File: src/rtl/simd_bram_rd_pipe.sv
// Read pipeline of the SIMD BRAM model: RD_LAT-deep shift register of
// {data, valid, err[, par]} with synchronous clear on RST.
// Ports: CLK/RST, stage-0 inputs (valid_i, data_i, err_i[, par_i]) and the
// registered outputs dout_o (IDLE_WORD when invalid), valid_o, err_o[, par_o].
// SIMD_BRAM_PARITY_EN adds the parity-error lane.
module simd_bram_rd_pipe #(
    parameter int unsigned       DATA_W    = 32,
    parameter int unsigned       RD_LAT    = 2,
    parameter logic [DATA_W-1:0] IDLE_WORD = '0
) (
    input  logic              CLK,
    input  logic              RST,
    input  logic              valid_i,
    input  logic [DATA_W-1:0] data_i,
    input  logic              err_i,
`ifdef SIMD_BRAM_PARITY_EN
    input  logic              par_i,
    output logic              par_o,
`endif
    output logic [DATA_W-1:0] dout_o,
    output logic              valid_o,
    output logic              err_o
);

    logic [DATA_W-1:0] data_q [RD_LAT];
    logic [RD_LAT-1:0] valid_q;
    logic [RD_LAT-1:0] err_q;
    logic [DATA_W-1:0] data_d;
    logic              err_d;
`ifdef SIMD_BRAM_PARITY_EN
    logic [RD_LAT-1:0] par_q;
    logic              par_d;
`endif

    // Idle substitution happens on entry so every stage is already clean.
    always_comb begin
        data_d = valid_i ? data_i : IDLE_WORD;
        err_d  = valid_i && err_i;
`ifdef SIMD_BRAM_PARITY_EN
        par_d  = valid_i && par_i;
`endif
    end

    always_ff @(posedge CLK) begin
        if (RST) begin
            for (int i = 0; i < int'(RD_LAT); i++) data_q[i] <= IDLE_WORD;
            valid_q <= '0;
            err_q   <= '0;
`ifdef SIMD_BRAM_PARITY_EN
            par_q   <= '0;
`endif
        end else begin
            data_q[0]  <= data_d;
            valid_q[0] <= valid_i;
            err_q[0]   <= err_d;
`ifdef SIMD_BRAM_PARITY_EN
            par_q[0]   <= par_d;
`endif
            for (int i = 1; i < int'(RD_LAT); i++) begin
                data_q[i]  <= data_q[i-1];
                valid_q[i] <= valid_q[i-1];
                err_q[i]   <= err_q[i-1];
`ifdef SIMD_BRAM_PARITY_EN
                par_q[i]   <= par_q[i-1];
`endif
            end
        end
    end

    assign dout_o  = data_q[RD_LAT-1];
    assign valid_o = valid_q[RD_LAT-1];
    assign err_o   = err_q[RD_LAT-1];
`ifdef SIMD_BRAM_PARITY_EN
    assign par_o   = par_q[RD_LAT-1];
`endif

endmodule

File: config.mk
export PLATFORM = sky130hd
export DESIGN_NAME = simd_bram_rd_pipe
export DESIGN_NICKNAME = d
export VERILOG_FILES = /design/src/rtl/simd_bram_rd_pipe.sv
export SDC_FILE = /design/constraint.sdc
export NUM_CORES = 1
export LEC_CHECK = 0
export CAP_MARGIN = 10
export CORE_MARGIN = 4
export CORE_UTILIZATION = 48
export CTS_CLUSTER_SIZE = 40
export DETAILED_ROUTE_END_ITERATION = 12
export HOLD_SLACK_MARGIN = 0.1
export PLACE_DENSITY = 0.89
export REMOVE_ABC_BUFFERS = 1
export SLEW_MARGIN = 20
export SYNTH_ARGS = -nofsm -noshare
export SYNTH_HDL_FRONTEND = slang
export SYNTH_SLANG_ARGS = --single-unit
File: constraint.sdc
create_clock -name CLK -period 1.1 [get_ports CLK]
set_input_delay 0.165 -clock CLK [delete_from_list [all_inputs] [get_ports CLK]]
set_output_delay 0.165 -clock CLK [all_outputs]
set_load 0.05 [all_outputs]
# Word-level counts from Yosys, hierarchy flattened
# Memory sizes are Yosys's and may differ from the RTL's.
# Cells that the tools add are included.
dict set report totals {
  ramBits 64
  n_memories 1
  register_bits 4
  output_inout_bits 34
}
# memory words width rd rd_clocked_by_memory_dff write_ports line_no
set memory_table {}
lappend memory_table {data_q 2 32 2 0 2 25} ;# logic [DATA_W-1:0] data_q [RD_LAT];
dict set report op_classes {
  mux 6
  reduce_logical 1
  n_bitwise 2
}
# op count
set op_table {}
lappend op_table {{two-way mux 32 bit} 3}
lappend op_table {{two-way mux 1 bit} 3}
lappend op_table {{bitwise OR 1 bit} 2}
lappend op_table {{logical AND 1 bit} 1}

# Depth between registers and ports, before layout
dict set report logic_depth {
  ltp_word 3
  mapped_depth 3
  mapped_depth_nobuf 1
}

# Worst setup path after synthesis
# Ideal clock, no wire load.
dict set report synth_path {
  path_kind {reg-to-output}
  from {register err_q[1]}
  to {output err_o}
  stages_incl_launch_ff 1
  slack_ps 348
  arrival_time_ps 587
  n_path_buf 0
  path_cell_list {dfxtp_1}
}
# item line_no
set synth_rtl {}
lappend synth_rtl {{start: declaration} 27} ;# logic [RD_LAT-1:0] err_q;
lappend synth_rtl {{start signal: indexed assignment} 62} ;# err_q[i] <= err_q[i-1];
lappend synth_rtl {{end: declaration} 22} ;# output logic err_o
# No word-level cell between the ends.

==> flow_metrics.tcl <==
set metrics [dict create \
    min_path_type "in2reg" \
    finClkSkew_ps 3.089 \
    p_leak_nw 1.414 \
    path_delay_family "flip-flops" \
    ant_nets 0 \
    antenna_cells 0 \
    slowest_stage "dfxtp_1" \
    place_area_um2 3025 \
    power.total_w 0.005107 \
    ys_ff_latch 68 \
    cts_buffers 9 \
    ys_warn_count 0 \
    cp-startpoint "data_q[0][45]$_SDFF_PP0_" \
    cts_setup_buffers 0 \
    design.core.area_um2 4384 \
    drive_above_1_share 0.2844 \
    endpoint_kind "output port" \
    dieWidth_um 75.54 \
    critical_path_class "reg2out" \
    drtPass1Iterations 4 \
    h-tree-depth 3 \
    crit_arrival_ps 860 \
    first_global_vias 1150 \
    insertion_delay_ps 320 \
    cp-start-kind "flop" \
    fin_area_um2 3228 \
    hold_viol 0 \
    crit_path_max_fanout 1 \
    cts_tree "built" \
    clock-sinks 68 \
    crit_buf_inv 1 \
    grt_pass1_wl_mm 5.175 \
    syn_to_final_growth_pct 47.43 \
    drcViolationCount 0 \
    worstReg2RegStart "data_q[0][3]$_SDFF_PP0_" \
    drv_cap 0 \
    antenna_found_initial 0 \
    vias_per_cell 4.397 \
    portBuffers 69 \
    irDropWorstVdd_uv 1011 \
    clkSlewWorstSetupHoldPaths_ps 60 \
    fmax_mhz 978.8 \
    syn_inst 178 \
    ioPinCount 70 \
    min-delay-start "RST" \
    drt_iter0_markers 28 \
    drv_slew 0 \
    clockRootBuffer "clkbuf_8" \
    wirelength_mm 3.608 \
    grt_start_max_net_pins 41 \
    start_util 0.4994 \
    fin_util 0.7363 \
    holdWs_ps 238.1 \
    slowest_delay_ps 380 \
    grtUsageTotal 0.1323 \
    worst_pin_slew_ps 150.3 \
    avgSynthCellArea_um2 12.30 \
    hpwlAfterDp_mm 2.698 \
    post-route-period-util 0.9288 \
    fin_nets 257 \
    critPathRequiredTime_ps 940 \
    status "finished clean" \
    finalSetupViolations 0 \
    crit_path_cell_trace "buf_12" \
    timing.setup.tns_ps 0 \
    cts_resized 0 \
    via_count 1218 \
    rows 24 \
    dieArea_um2 5706 \
    die_h_um 75.54 \
    synth_seq_area_share 0.6217 \
    gr-total-overflow 0 \
    gp_congestion 0.6785 \
    ys_types 9 \
    fin_crit_ps 1022 \
    netlist_area_um2 2190 \
    timing.slew.headroom 0.8998 \
    wl_per_cell_um 13.03 \
    rsz0062_at_grt "no" \
    p_per_area_nw_per_um2 1582 \
    hold_buffers 0 \
    clk_path_buf_depth 2 \
]
-- cell families (layout without fill, tap and decap cells) --
group,after synthesis,in the layout,share of synthesized area
DFF,68,68,0.6217
and+or+nand+nor,68,68,0.2389
buffers and inverters,42,89,0.1394
-- per-stage QoR --
stage | setup slack (ps) | cells
after floorplan | 347.7 | 136
after global placement | 7.635 | 262
after detailed placement | -27.32 | 262
after CTS | 62.49 | 277
after global routing | 44.38 | 277
final | 78.29 | 277
-- state kept, by name (all words and copies together) (netlist names) --
register  cells
err_q         2
valid_q       2
data_q       64
-- cell usage after synthesis --
| master | instances | area, µm² |
|---|---|---|
| buf_2 | 4 | 20.02 |
| clkbuf_1 | 3 | 11.26 |
| and3b_2 | 10 | 100.1 |
| nor2b_1 | 34 | 212.7 |
| nor2b_2 | 1 | 8.760 |
| dfxtp_1 | 68 | 1361 |
| and3b_1 | 23 | 201.4 |
| buf_6 | 3 | 33.78 |
| buf_4 | 32 | 240.2 |
-- layout make-up --
type	count	area, µm²
Clock buffer	14	172.7
Clock inverter	1	30.03
Fill cell	278	1156
Multi-Input combinational cell	68	523.0
Sequential cell	68	1361
Tap cell	52	65.06
Timing Repair Buffer	74	1076
-- layer usage --
layer	global-route usage	wire [µm]	vias up
met5	0	0	-
met2	0.2378	1998	42
met4	0.07573	55	0
met3	0.06201	255	4
met1	0.1213	1298	556
li1	-	-	616
-- power breakdown --
group          internal, W  switching, W
clock              0.00122      0.000786
combinational     0.000303      0.000210
sequential         0.00255     0.0000371
-- cells in the final DEF (no fill, tap or decap) --
master and n:
nor2b_1 34, buf_4 4, nor2b_2 1, clkbuf_1 2, clkbuf_8 12, buf_12 35, bufinv_16 1, and3b_2 10
and3b_1 23, clkdlybuf4s50_1 34, buf_2 1, dfxtp_1 68
-- final timing paths --
kind	end	slack, ps	cells after the start
hold reg to reg	data_q[0][41]$_SDFF_PP0_	430	1
setup reg to reg	data_q[0][35]$_SDFF_PP0_	560	1
hold / removal	data_q[0][47]$_SDFF_PP0_	240	3
setup / recovery	dout_o[13]	80	1
(Power assumes the default switching activity.)
